--- config.mk ---
export PLATFORM = sky130hd
export DESIGN_NAME = fibseq_engine_flat
export DESIGN_NICKNAME = d
export VERILOG_FILES = /design/src/rtl/fibseq_engine_if.sv /design/src/rtl/fibseq_engine.sv /design/src/flat_wrapper.sv
export SDC_FILE = /design/constraint.sdc
export NUM_CORES = 1
export LEC_CHECK = 0
export BUFFER_PORTS_ARGS = -buffer_cell sky130_fd_sc_hd__clkbuf_2
export CAP_MARGIN = 10
export CORE_ASPECT_RATIO = 1.75
export CORE_MARGIN = 3
export CORE_UTILIZATION = 30
export DETAILED_ROUTE_END_ITERATION = 6
export GPL_ROUTABILITY_DRIVEN = 0
export PLACE_DENSITY_LB_ADDON = 0.15
export SLEW_MARGIN = 10
export SYNTH_ARGS = -nofsm -noshare
export SYNTH_HDL_FRONTEND = slang
export SYNTH_SLANG_ARGS = --single-unit
export TNS_END_PERCENT = 30
--- constraint.sdc ---
create_clock -name clk -period 8.92 [get_ports clk]
set_clock_uncertainty 0.05 [all_clocks]
set_input_delay 1.784 -clock clk [delete_from_list [all_inputs] [get_ports clk]]
set_output_delay 1.784 -clock clk [all_outputs]
set_load 0.05 [all_outputs]
--- src/rtl/fibseq_engine_if.sv ---
// fibseq_engine_if -- result/term port bundle of fibseq_engine.
//   term_valid/term_data/term_ready : intermediate-term stream (valid/ready)
//   w_enable/result/ovf             : run-complete flag, final term, sticky overflow
// master = the engine, slave = the consumer.
interface fibseq_engine_if #(
   parameter int WIDTH = 32
);
   logic             term_valid;
   logic [WIDTH-1:0] term_data;
   logic             term_ready;
   logic             w_enable;
   logic [WIDTH-1:0] result;
   logic             ovf;

   modport master (
      output term_valid, term_data, w_enable, result, ovf,
      input  term_ready
   );

   modport slave (
      input  term_valid, term_data, w_enable, result, ovf,
      output term_ready
   );
endinterface

--- src/rtl/fibseq_engine.sv ---
// fibseq_engine -- generalised Fibonacci (order 2..4) sequence engine.
// Each step sums the ORDER-term window, shifts it down by one and appends
// f(sum), where f is wrap, saturate or modulo.  The run length n, the initial
// window, mode, modulus and streaming option are captured on every cycle with
// r_enable=1, which also restarts the run.
// Ports:
//   clk        : clock, rising edge
//   r_enable   : synchronous load/restart (active high)
//   controlArr : reserved, ignored
//   init_n_t_a : step count
//   init_x_t_a : initial window, x[0] in the LSBs
//   mode       : 00 wrap, 01 saturate, 10 modulo, 11 wrap
//   mod_m      : modulus for modulo mode (0 = wrap)
//   stream_en  : offer every pre-step x[0] on the term port
//   bus        : term stream + result/w_enable/ovf (master side)
module fibseq_engine #(
   parameter int WIDTH = 32,
   parameter int NW    = 6,
   parameter int ORDER = 2
) (
   input  logic                   clk,
   input  logic                   r_enable,
   input  logic                   controlArr,
   input  logic [NW-1:0]          init_n_t_a,
   input  logic [ORDER*WIDTH-1:0] init_x_t_a,
   input  logic [1:0]             mode,
   input  logic [WIDTH-1:0]       mod_m,
   input  logic                   stream_en,
   fibseq_engine_if.master        bus
);

   typedef enum logic [1:0] {S_CHECK, S_EMIT, S_STEP, S_DONE} state_t;

   localparam int SW = WIDTH + 2;   // holds a sum of up to four terms

   logic unused_ctrl;
   assign unused_ctrl = controlArr;

   state_t           state_q, state_d;
   logic [NW-1:0]    n_q, n_d;
   logic [WIDTH-1:0] x_q [ORDER];
   logic [WIDTH-1:0] x_d [ORDER];
   logic [1:0]       mode_q, mode_d;
   logic [WIDTH-1:0] mod_q, mod_d;
   logic             stream_q, stream_d;
   logic             term_valid_q, term_valid_d;
   logic [WIDTH-1:0] term_data_q, term_data_d;
   logic             w_enable_q, w_enable_d;
   logic [WIDTH-1:0] result_q, result_d;
   logic             ovf_q, ovf_d;

   // sum of the window and its reduced value f(sum)
   logic [SW-1:0]    sum;
   logic [SW-1:0]    rem;
   logic [WIDTH-1:0] fx;
   logic             fx_ovf;
   logic             big;

   always_comb begin
      sum = '0;
      for (int i = 0; i < ORDER; i++) sum = sum + {2'b00, x_q[i]};
      big    = |sum[SW-1:WIDTH];
      rem    = sum;
      fx     = sum[WIDTH-1:0];
      fx_ovf = big;
      case (mode_q)
         2'b01: begin
            fx     = big ? {WIDTH{1'b1}} : sum[WIDTH-1:0];
            fx_ovf = big;
         end
         2'b10: begin
            if (mod_q != '0) begin
               // Terms stay below m, so the sum is below ORDER*m and
               // ORDER-1 conditional subtractions reduce it exactly.
               for (int k = 1; k < ORDER; k++) begin
                  if (rem >= {2'b00, mod_q}) rem = rem - {2'b00, mod_q};
               end
               fx     = rem[WIDTH-1:0];
               fx_ovf = 1'b0;
            end
         end
         default: ;
      endcase
   end

   always_comb begin
      state_d      = state_q;
      n_d          = n_q;
      x_d          = x_q;
      mode_d       = mode_q;
      mod_d        = mod_q;
      stream_d     = stream_q;
      term_valid_d = term_valid_q;
      term_data_d  = term_data_q;
      w_enable_d   = w_enable_q;
      result_d     = result_q;
      ovf_d        = ovf_q;
      if (r_enable) begin
         state_d  = S_CHECK;
         n_d      = init_n_t_a;
         for (int i = 0; i < ORDER; i++) x_d[i] = init_x_t_a[i*WIDTH +: WIDTH];
         mode_d       = mode;
         mod_d        = mod_m;
         stream_d     = stream_en;
         term_valid_d = 1'b0;   // a pending term is dropped here
         term_data_d  = '0;
         w_enable_d   = 1'b0;
         result_d     = '0;
         ovf_d        = 1'b0;
      end else begin
         case (state_q)
            S_CHECK: begin
               if (n_q == '0) begin
                  state_d    = S_DONE;
                  result_d   = x_q[0];
                  w_enable_d = 1'b1;
               end else if (stream_q) begin
                  state_d      = S_EMIT;
                  term_valid_d = 1'b1;
                  term_data_d  = x_q[0];
               end else begin
                  state_d = S_STEP;
               end
            end
            S_EMIT: begin
               if (bus.term_ready) begin
                  state_d      = S_STEP;
                  term_valid_d = 1'b0;
               end
            end
            S_STEP: begin
               for (int i = 0; i < ORDER - 1; i++) x_d[i] = x_q[i+1];
               x_d[ORDER-1] = fx;
               n_d          = (n_q != '0) ? n_q - 1'b1 : n_q;
               ovf_d        = ovf_q | fx_ovf;
               state_d      = S_CHECK;
            end
            default: ;   // S_DONE holds until the next r_enable
         endcase
      end
   end

   always_ff @(posedge clk) begin
      state_q      <= state_d;
      n_q          <= n_d;
      x_q          <= x_d;
      mode_q       <= mode_d;
      mod_q        <= mod_d;
      stream_q     <= stream_d;
      term_valid_q <= term_valid_d;
      term_data_q  <= term_data_d;
      w_enable_q   <= w_enable_d;
      result_q     <= result_d;
      ovf_q        <= ovf_d;
   end

   assign bus.term_valid = term_valid_q;
   assign bus.term_data  = term_data_q;
   assign bus.w_enable   = w_enable_q;
   assign bus.result     = result_q;
   assign bus.ovf        = ovf_q;

endmodule
--- src/flat_wrapper.sv ---
// flat-port wrapper written by rule: the top's interface ports become plain ports
module fibseq_engine_flat 
#(
   parameter int WIDTH = 32,
   parameter int NW    = 6,
   parameter int ORDER = 2
)
  (clk, r_enable, controlArr, init_n_t_a, init_x_t_a, mode, mod_m, stream_en, bus_term_valid, bus_term_data, bus_w_enable, bus_result, bus_ovf, bus_term_ready);
  fibseq_engine_if #(.WIDTH(WIDTH)) bus_i ();
  input  logic clk;
  input  logic r_enable;
  input  logic controlArr;
  input  logic [NW-1:0] init_n_t_a;
  input  logic [ORDER*WIDTH-1:0] init_x_t_a;
  input  logic [1:0] mode;
  input  logic [WIDTH-1:0] mod_m;
  input  logic stream_en;
  output wire logic [$bits(bus_i.term_valid)-1:0] bus_term_valid;
  output wire logic [$bits(bus_i.term_data)-1:0] bus_term_data;
  output wire logic [$bits(bus_i.w_enable)-1:0] bus_w_enable;
  output wire logic [$bits(bus_i.result)-1:0] bus_result;
  output wire logic [$bits(bus_i.ovf)-1:0] bus_ovf;
  input wire logic [$bits(bus_i.term_ready)-1:0] bus_term_ready;
  assign bus_term_valid = bus_i.term_valid;
  assign bus_term_data = bus_i.term_data;
  assign bus_w_enable = bus_i.w_enable;
  assign bus_result = bus_i.result;
  assign bus_ovf = bus_i.ovf;
  assign bus_i.term_ready = bus_term_ready;
  fibseq_engine #(.WIDTH(WIDTH), .NW(NW), .ORDER(ORDER)) u_core (.clk(clk), .r_enable(r_enable), .controlArr(controlArr), .init_n_t_a(init_n_t_a), .init_x_t_a(init_x_t_a), .mode(mode), .mod_m(mod_m), .stream_en(stream_en), .bus(bus_i));
endmodule
==> impl_metrics.ini, run 1 <==
[clocking]
post_cts_resize_count = 0
cts_tree = done
ctsHoldBuffers = 0
clock-root-buffer = sky130_fd_sc_hd__clkbuf_16
ctsLongestPathBuffers = 2
clkSlewWorstSetupHoldPaths_ns = 0.07
numClockSinks = 174
cts_htree_levels = 4
cts-buffers-inserted = 17
cts_setup_buffers = 0
clock_latency_late_sink_ns = 0.45

[yosys]
main_area_contributors_after_synthesis = sky130_fd_sc_hd__edfxtp_1 (29%), sky130_fd_sc_hd__dfxtp_1 (13%), sky130_fd_sc_hd__ha_1 (8.2%), sky130_fd_sc_hd__nand2_1 (7.4%), sky130_fd_sc_hd__a21oi_1 (6.5%)
synth_nets = 1395
synth.most_common_cell = sky130_fd_sc_hd__nand2_1
number_of_flops_mapped_to_enable_cells_by_yosys = 105
yosys-top-cells-count = sky130_fd_sc_hd__nand2_1 (215), sky130_fd_sc_hd__a21oi_1 (140), sky130_fd_sc_hd__edfxtp_1 (105), sky130_fd_sc_hd__nor2_1 (74), sky130_fd_sc_hd__inv_1 (73)
synth_top_family_by_area = compound AO/OA/AOI/OAI gates
yosys.area.top_type = sky130_fd_sc_hd__edfxtp_1
postSynth.topFlopCell = sky130_fd_sc_hd__edfxtp_1
synth-compound-area-share_pct = 21.4
cell_count_after_synthesis = 1213
synth-seq-cells = 174
synth-xor-area-share_pct = 4.36
syn-cell-area_mm2 = 0.0108
synth-adder-area-share_pct = 8.57
synth.area.mux_share_pct = 3.80
synth.top_cell.area_share_pct = 29.1
synth.yosys.warnings = 0
yosysSeqAreaShare_pct = 41.8
syn_avg_cell_area_um2 = 8.93
yosys.area_share.simple_pct = 15.4
postSynth.asyncResetShare_pct = 0
post_synth_num_cell_types = 71

[sta]
rsz_0062_raised_after_global_routing = false
timing.final.setup_violations = 0
final-max-slew-violation-count = 0
max_clock_freq_mhz = 149
final-hold-violation-count = 0
shortest_clock_period_the_worst_path_allows_after_layout_ns = 6.72
tightest_slew_ns = 1.13
fin_setup_tns_ns = 0
final_cycle_utilization_of_the_critical_path_pct = 75.4
worst_slew_margin_relative_to_its_limit_pct = 24.7

[global_route]
number_of_antenna_violations_at_the_first_check_in_global_routing = 0
grt_start_max_net_pins = 97
gr-usage-all-layers_pct = 17.4
grt_first_pass_wirelength_mm = 51.6
grt-ovfl-total = 0
vias_in_the_first_global_route = 9273

[outcome]
result_of_the_run = complete, no violations

[placement]
port_buffers = 174
detailed_place_hpwl_mm = 26.7
numPlacedInstances = 1806
placed_cell_area_mm2 = 0.0121

[power_and_ir_drop]
fin_total_pwr_mw = 5.13
total_leakage_power_nw = 5.30
power.ir.vdd_worst_uv = 169
power-per-cell-area_mw_per_mm2 = 403

[critical_path]
timing.setup.critical_path_class = reg -> reg
critPathBufInv = 1
rr_startpoint = u_core.x_q[32]
reg2reg_depth = 19
critPathCaptureType = register
regToRegSetupSlack_ns = 2.20
critical_path.top_delay_family = compound AO/OA/AOI/OAI gates
cp_cell_sequence = ha_1 -> inv_1 -> fa_1 -> nand2b_1 -> a21oi_1 -> o21ai_1 -> a41oi_1 -> o21ai_0 -> o311ai_0 -> ha_1 -> and4_1 -> nand3_1 -> a2111oi_0 -> o2111ai_1 -> o2111a_1 -> a21oi_2 -> and2_1 -> o2111ai_1 -> a2bb2oi_1
worst_path_largest_cell_delay_ns = 0.88
cp_max_delay_cell = sky130_fd_sc_hd__a21oi_2
worst_ep_required_time_ns = 9.15
worstPathArrival_ns = 6.96
regToRegEndpoint = u_core.x_q[26]
startpoint_type = register
worst-path-max-fanout = 26

[min_path]
holdPathStages = 2
worst_hold_path.endpoint = u_core.bus.result[3]
worst_hold_path_type = reg -> reg
hold_path.startpoint = u_core.bus.result[3]

[routing]
vias_per_cell = 5.00
drt-wirelength-per-cell_um = 18.3
num_vias = 9182
drcViolationCount = 0
dr.pass1.iters = 5
ant_nets = 0
detail_route.wirelength_mm = 33.6
drt_iter0_drc = 496

[finish]
finalCoreUtilization_pct = 35.9
flow.area_growth_from_synthesis_pct = 17.4
stdcell_count = 1838
count_of_inserted_antenna_diode_cells = 0
num-nets-final = 1542
post_route_cells_drive_above_1_share_pct = 19.0
final_cell_area_mm2 = 0.0127

[floorplan]
pin_count = 176
start_util_pct = 30.6
floorplan.rows = 91
dieWidth_um = 150
coreArea_mm2 = 0.0354
die_y_um = 257
design.die.area_mm2 = 0.0385

[flow_run]
maxCapViolCount = 0
state kept, by name, indices dropped and copies added (netlist names):
signal and flops:
u_core.state_q 2, u_core.mod_q 32, u_core.mode_q 2, u_core.bus.term_data 32, u_core.bus.w_enable 1, u_core.stream_q 1, u_core.bus.term_valid 1, u_core.bus.ovf 1
u_core.x_q 64, u_core.n_q 6, u_core.bus.result 32
layout by cell type, fill, tap and decap left out, drive strengths merged, types with 5 or more instances in the layout:
master     n
nand2    215
clkbuf   194
a21oi    142
edfxtp   105
inv       81
nor2      74
o21ai     73
ha        71
dfxtp     69
xnor2     40
mux2      33
a21o      29
a211oi    16
a31oi     14
xor2      14
nand2b    13
nor4      13
nand4     12
buf       11
nor3      10
nand3     10
o21a       9
a2bb2oi    9
o21bai     8
o31ai      7
o211ai     6
and3       6
and2       6
nor2b      6
o2111ai    6
a221oi     5
a221o      5
worst max path at each step:
stage	cells after the start	slack [ns]	endpoint	startpoint
after CTS	19	2.16	u_core.x_q[26]	u_core.x_q[32]
after global routing	19	1.70	u_core.x_q[26]	u_core.x_q[32]
after global placement	19	2.23	u_core.x_q[26]	u_core.x_q[32]
after floorplan	19	4.12	u_core.x_q[3]	u_core.x_q[32]
final	19	2.20	u_core.x_q[26]	u_core.x_q[32]
after detailed placement	19	2.23	u_core.x_q[26]	u_core.x_q[32]
stage by stage:
stage	setup WS, ns	hold WS, ns
after floorplan	4.12	0.464
after detailed placement	2.23	0.397
final	2.20	0.402
after global placement	2.23	0.393
after global routing	1.70	0.418
after CTS	2.16	0.407
logic make-up (layout without fill, tap and decap cells):
family	count (synthesis)	in the layout
compound gates	364	364
mux	37	37
xor+xnor	54	54
simple gates	382	382
flops	174	174
fa+ha+maj	73	73
buf+inv	129	289
report_power, final:
| part | switching (mW) | internal, mW |
|---|---|---|
| registers | 0.102 | 1.03 |
| clock network | 0.331 | 0.418 |
| logic | 2.00 | 1.24 |
| total | 2.44 | 2.69 |
worst register-to-register path: cells and delay by family (launching register included):
kind | cells | cell delay [ns]
adders and majority gates | 3 | 1.01
buffers and inverters | 1 | 0.06
AOI/OAI and AO/OA | 11 | 3.98
and+or+nand+nor | 4 | 1.04
DFF | 1 | 0.40
per-layer routing:
| metal | GRT usage, % | vias to the layer above | part of all wire, % | wire length [um] |
|---|---|---|---|---|
| met5 | 0 | - | 0 | 0 |
| met4 | 7.63 | 0 | 3.6 | 1200 |
| met3 | 2.22 | 58 | 3.3 | 1100 |
| met2 | 31.7 | 216 | 53 | 17700 |
| met1 | 20.0 | 4243 | 40 | 13600 |
| li1 | - | 4665 | - | - |
final cells by class:
cell class                 count  area [um2]
tap                          465         582
clock buffer                  21         482
sequential                   174        4530
multi-input combinational    910        5800
inverter                      73         274
timing repair buffer         184         952
clock inverter                11        98.8
fill                        3703       22700
No activity file was read; power rests on OpenSTA's default activity.
==> inputs of run 2 (changes only) <==
clock period = 6.06 ns   (was 8.92 ns; I/O delays follow)
==> run 2 against run 1 <==
Critical path type unchanged; count of clock-buffer cells in the layout is the same; clock power rose by 43%; first-iteration DRC count down 10%; cell area is 1.8% higher; highest routed layer unchanged; critical endpoint is now u_core.x_q[6]; total power increased by 52%.
==> impl_metrics.ini, run 2 (synthesis results as in run 1) <==
[sta]
final-max-slew-violation-count = 0
max_clock_freq_mhz = 178
fin_setup_tns_ns = 0
shortest_clock_period_the_worst_path_allows_after_layout_ns = 5.63
worst_slew_margin_relative_to_its_limit_pct = 36.2
rsz_0062_raised_after_global_routing = false
timing.final.setup_violations = 0
tightest_slew_ns = 0.950
final_cycle_utilization_of_the_critical_path_pct = 92.9
final-hold-violation-count = 0

[critical_path]
critPathCaptureType = register
worst-path-max-fanout = 5
critical-path-top-cell-by-count = sky130_fd_sc_hd__a21oi_1
critical_path.top_delay_family = compound AO/OA/AOI/OAI gates
worst_ep_required_time_ns = 6.21
critPathBufInv = 4
startpoint_type = register
cp_cell_sequence = ha_1 -> inv_1 -> fa_1 -> nand2b_1 -> a21oi_1 -> o21ai_1 -> a41oi_1 -> buf_4 -> a21oi_1 -> or4b_2 -> nand4_1 -> ha_1 -> a21o_1 -> a41o_1 -> a21oi_1 -> o2111a_2 -> a21oi_4 -> buf_12 -> buf_4 -> mux2i_1 -> o21ai_0 -> a221o_1
cp_max_delay_cell = sky130_fd_sc_hd__or4b_2
worst_path_largest_cell_delay_ns = 0.63
worstPathArrival_ns = 5.78
timing.setup.critical_path_class = reg -> reg

[clocking]
clock-root-buffer = sky130_fd_sc_hd__clkbuf_16
ctsLongestPathBuffers = 2
clkSlewWorstSetupHoldPaths_ns = 0.07
numClockSinks = 174
cts-buffers-inserted = 17
cts_htree_levels = 4
cts_tree = done
clock_latency_late_sink_ns = 0.45

[power_and_ir_drop]
total_leakage_power_nw = 5.44
power-per-cell-area_mw_per_mm2 = 600
fin_total_pwr_mw = 7.77
power.ir.vdd_worst_uv = 284

[floorplan]
die_y_um = 257
coreArea_mm2 = 0.0354
start_util_pct = 30.6
dieWidth_um = 150
design.die.area_mm2 = 0.0385
pin_count = 176
floorplan.rows = 91

[routing]
ant_nets = 0
drt-wirelength-per-cell_um = 18.1
vias_per_cell = 4.97
dr.pass1.iters = 5
detail_route.wirelength_mm = 33.9
num_vias = 9284
drcViolationCount = 0
drt_iter0_drc = 446

[placement]
port_buffers = 174
placed_cell_area_mm2 = 0.0124
detailed_place_hpwl_mm = 27.3

[finish]
mostFrequentLayoutCells = sky130_fd_sc_hd__nand2_1 (214), sky130_fd_sc_hd__clkbuf_2 (173), sky130_fd_sc_hd__a21oi_1 (140), sky130_fd_sc_hd__edfxtp_1 (105), sky130_fd_sc_hd__nor2_1 (74)
most_frequent_standard_cell_in_the_layout_excluding_fill_and_tap_cells = sky130_fd_sc_hd__nand2_1
flow.area_growth_from_synthesis_pct = 19.6
post_route_cells_drive_above_1_share_pct = 20.9
finalCoreUtilization_pct = 36.6
final_cell_area_mm2 = 0.0130
registers.top_by_ff_count = u_core.x_q
largest_register_ff_count = 64
num-nets-final = 1571

[global_route]
gr-usage-all-layers_pct = 17.6
grt-ovfl-total = 0
number_of_antenna_violations_at_the_first_check_in_global_routing = 1
vias_in_the_first_global_route = 9455
grt_start_max_net_pins = 106
grt_first_pass_wirelength_mm = 52.1

[outcome]
result_of_the_run = complete, no violations

[min_path]
worst_hold_path_type = reg -> reg

[flow_run]
maxCapViolCount = 0
[run 2: cell types whose count changed in the layout (fill, tap and decap cells not counted), moves of 2 or more]
cell,previous run,this run
sky130_fd_sc_hd__o21ai_0,68,66
sky130_fd_sc_hd__buf_12,0,2
sky130_fd_sc_hd__o21ai_1,4,6
sky130_fd_sc_hd__buf_4,10,37
[run 2: per-layer routing]
metal | global-route usage, % | vias to the layer above | share of wire [%]
met3 | 2.38 | 57 | 3.1
li1 | - | 4727 | -
met4 | 8.19 | 0 | 3.8
met2 | 32.0 | 209 | 53
met1 | 20.0 | 4291 | 40
met5 | 0 | - | 0
[run 2: stage by stage]
stage	hold WS, ns	std cells	setup slack [ns]
4_1_cts	0.406	1866	0.250
3_3_place_gp	0.393	1834	0.330
3_5_place_dp	0.396	1834	0.290
5_1_grt	0.419	1868	0.0372
6_report	0.401	1868	0.432
2_1_floorplan	0.464	1213	1.26
[run 2: power breakdown]
group | switching, mW | internal [mW]
sequential | 0.147 | 1.52
clock | 0.496 | 0.574
combinational | 3.03 | 2.01
total | 3.68 | 4.10
[run 2: layout make-up]
cell class                      count  area, um2
Sequential cell                   174       4530
Clock inverter                     11       73.8
Inverter                           73        274
Multi-Input combinational cell    910       5810
Tap cell                          465        582
Timing Repair Buffer              213       1190
Fill cell                        3668      22500
Clock buffer                       21        482
Antenna cell                        1       2.50
[run 2: timing repair]
action	4_1_cts	5_1_grt
setup buffers	0	1
setup endpoints to repair	0	14
gates resized for setup	0	6
hold buffers	0	0
[run 2: final timing paths]
path | cells past startpoint | from | slack [ns] | end
hold / removal | 2 | u_core.bus.term_data[9] | 0.40 | u_core.bus.term_data[9]
setup / recovery | 22 | u_core.x_q[32] | 0.43 | u_core.x_q[6]
hold reg to reg | 2 | u_core.bus.term_data[9] | 0.40 | u_core.bus.term_data[9]
setup reg to reg | 22 | u_core.x_q[32] | 0.43 | u_core.x_q[6]
[run 2: worst reg2reg max path, cell delays in order, from the launching register on]
cell                       delay (ns)
sky130_fd_sc_hd__edfxtp_1        0.36
sky130_fd_sc_hd__ha_1            0.20
sky130_fd_sc_hd__inv_1           0.06
sky130_fd_sc_hd__fa_1            0.41
sky130_fd_sc_hd__nand2b_1        0.18
sky130_fd_sc_hd__a21oi_1         0.24
sky130_fd_sc_hd__o21ai_1         0.19
sky130_fd_sc_hd__a41oi_1         0.27
sky130_fd_sc_hd__buf_4           0.16
sky130_fd_sc_hd__a21oi_1         0.13
sky130_fd_sc_hd__or4b_2          0.63
sky130_fd_sc_hd__nand4_1         0.19
sky130_fd_sc_hd__ha_1            0.32
sky130_fd_sc_hd__a21o_1          0.23
sky130_fd_sc_hd__a41o_1          0.21
sky130_fd_sc_hd__a21oi_1         0.23
sky130_fd_sc_hd__o2111a_2        0.36
sky130_fd_sc_hd__a21oi_4         0.11
sky130_fd_sc_hd__buf_12          0.16
sky130_fd_sc_hd__buf_4           0.13
sky130_fd_sc_hd__mux2i_1         0.13
sky130_fd_sc_hd__o21ai_0         0.09
sky130_fd_sc_hd__a221o_1         0.31
==> inputs of run 3 (changes only) <==
REMOVE_ABC_BUFFERS = 1   (was not set)
==> run 3 against run 2 <==
Worst hold slack gained 0.0026 ns; critical endpoint is now u_core.x_q[25]; non-clock buffer count decreased by 5; critical path type unchanged; critical path depth shrank 2; routed wire length is 0.24% lower; cell area decreased by 0.55%.
==> impl_metrics.ini, run 3 (synthesis results as in run 1) <==
[routing]
drt_iter0_drc = 432
ant_nets = 0
drt-wirelength-per-cell_um = 18.2
dr.pass1.iters = 5
detail_route.wirelength_mm = 33.8
vias_per_cell = 5.01
num_vias = 9321
drcViolationCount = 0

[critical_path]
worst-path-max-fanout = 8
startpoint_type = register
timing.setup.critical_path_class = reg -> reg
critPathCaptureType = register
worst_ep_required_time_ns = 6.20
worstPathArrival_ns = 5.71

[global_route]
grt_first_pass_wirelength_mm = 51.5
grtUsageMet3_pct = 2.15
vias_in_the_first_global_route = 9201
grt_start_max_net_pins = 74
gr-usage-all-layers_pct = 17.5
grt_most_used_layer = met2
grt-ovfl-total = 0
number_of_antenna_violations_at_the_first_check_in_global_routing = 1
grt.met1_usage_pct = 20.3
gr-usage-met2_pct = 31.5

[finish]
final_cell_area_mm2 = 0.0129
post_route_cells_drive_above_1_share_pct = 20.3
mostFrequentLayoutCells = sky130_fd_sc_hd__nand2_1 (214), sky130_fd_sc_hd__clkbuf_2 (173), sky130_fd_sc_hd__a21oi_1 (140), sky130_fd_sc_hd__edfxtp_1 (105), sky130_fd_sc_hd__nor2_1 (74)
num-fill-cells = 3687
registers.top_by_ff_count = u_core.x_q
num-nets-final = 1566
flow.area_growth_from_synthesis_pct = 18.9
most_frequent_standard_cell_in_the_layout_excluding_fill_and_tap_cells = sky130_fd_sc_hd__nand2_1
stdcell_count = 1862
largest_register_ff_count = 64

[sta]
fin_setup_tns_ns = 0
shortest_clock_period_the_worst_path_allows_after_layout_ns = 5.56
timing.final.setup_violations = 0
final-hold-violation-count = 0
final_cycle_utilization_of_the_critical_path_pct = 91.8
final-max-slew-violation-count = 0
worst_slew_margin_relative_to_its_limit_pct = 40.1
max_clock_freq_mhz = 180
rsz_0062_raised_after_global_routing = false
tightest_slew_ns = 0.876

[clocking]
ctsHoldBuffers = 0
cts-buffers-inserted = 17
clock_latency_late_sink_ns = 0.45
ctsLongestPathBuffers = 2
clkSlewWorstSetupHoldPaths_ns = 0.07
cts_htree_levels = 4
clock-root-buffer = sky130_fd_sc_hd__clkbuf_16
numClockSinks = 174
cts_tree = done

[power_and_ir_drop]
power.internal_mw = 4.00
power.combinational.fraction_pct = 64.6
total_leakage_power_nw = 5.40
power-per-cell-area_mw_per_mm2 = 591
fin_total_pwr_mw = 7.62
pwr-share-clk_pct = 13.5
power.switching_fraction_pct = 47.5
switching_power_mw = 3.62
seq_power_share_pct = 21.8
power.ir.vdd_worst_uv = 214

[floorplan]
pin_count = 176
dieWidth_um = 150
coreArea_mm2 = 0.0354
floorplan.rows = 91
die_y_um = 257
start_util_pct = 30.6
design.die.area_mm2 = 0.0385

[placement]
port_buffers = 174
placed_cell_area_mm2 = 0.0123
detailed_place_hpwl_mm = 27.3
numPlacedInstances = 1830

[min_path]
worst_hold_path_type = reg -> reg

[outcome]
result_of_the_run = complete, no violations

[flow_run]
maxCapViolCount = 0
[run 3: routing by layer]
metal  vias to the layer above  part of all wire (%)
met5                         -                     0
met4                         0                   4.0
met3                        63                   3.2
met2                       261                    52
met1                      4281                    40
li1                       4716                     -
[run 3: timing repair]
action,CTS,global route
endpoints found under the setup margin,0,11
buffers inserted,0,0
resized for setup,0,3
[run 3: critical path, cell delays in order (launching register included)]
cell,delay (ns)
sky130_fd_sc_hd__edfxtp_1,0.44
sky130_fd_sc_hd__ha_1,0.38
sky130_fd_sc_hd__o21ai_0,0.09
sky130_fd_sc_hd__nor2_1,0.18
sky130_fd_sc_hd__o21ai_0,0.20
sky130_fd_sc_hd__o21ai_0,0.54
sky130_fd_sc_hd__a31oi_1,0.24
sky130_fd_sc_hd__o21a_1,0.31
sky130_fd_sc_hd__o21bai_1,0.19
sky130_fd_sc_hd__xor2_1,0.28
sky130_fd_sc_hd__ha_1,0.31
sky130_fd_sc_hd__nand4_1,0.22
sky130_fd_sc_hd__nor3_1,0.35
sky130_fd_sc_hd__a31o_2,0.21
sky130_fd_sc_hd__o21ai_0,0.07
sky130_fd_sc_hd__o2111a_2,0.23
sky130_fd_sc_hd__a21oi_4,0.25
sky130_fd_sc_hd__o21a_1,0.19
sky130_fd_sc_hd__buf_12,0.12
sky130_fd_sc_hd__nor2_1,0.09
sky130_fd_sc_hd__a221o_1,0.38
[run 3: final cells by class]
| cell class | instances | area [um2] | share of cell area [%] |
|---|---|---|---|
| clock inverters | 11 | 78.8 | 0.612 |
| well taps | 465 | 582 | 4.52 |
| repair buffers | 208 | 1160 | 8.98 |
| multi-input cells | 910 | 5810 | 45.1 |
| inverters | 73 | 274 | 2.13 |
| flip-flops and latches | 174 | 4530 | 35.2 |
| clock buffers | 20 | 447 | 3.47 |
| diodes | 1 | 2.50 | 0.0194 |
[run 3: power groups by stage]
stage,Sequential [mW],Combinational [mW],Clock [mW]
final,1.66,4.93,1.03
after global routing,1.69,5.43,1.12
after CTS,1.67,4.91,1.08
after detailed placement,1.69,4.87,0
after global placement,1.69,4.87,0
after floorplan,1.76,3.44,0
[run 3: worst paths after layout]
| kind | from | end | slack [ns] | cells past startpoint |
|---|---|---|---|---|
| setup / recovery | u_core.x_q[34] | u_core.x_q[25] | 0.50 | 20 |
| setup reg to reg | u_core.x_q[34] | u_core.x_q[25] | 0.50 | 20 |
| hold reg to reg | u_core.bus.term_data[17] | u_core.bus.term_data[17] | 0.40 | 2 |
| hold / removal | u_core.bus.term_data[17] | u_core.bus.term_data[17] | 0.40 | 2 |
[run 3: per-stage QoR]
| step | setup WS, ns | utilization (%) | hold WS (ns) |
|---|---|---|---|
| 2_1_floorplan | 1.18 | - | 0.464 |
| 3_3_place_gp | 0.318 | 34.9 | 0.393 |
| 3_5_place_dp | 0.272 | 34.9 | 0.397 |
| 4_1_cts | 0.229 | 36.4 | 0.407 |
| 5_1_grt | 0.0594 | 36.4 | 0.415 |
| 6_report | 0.497 | 36.4 | 0.404 |
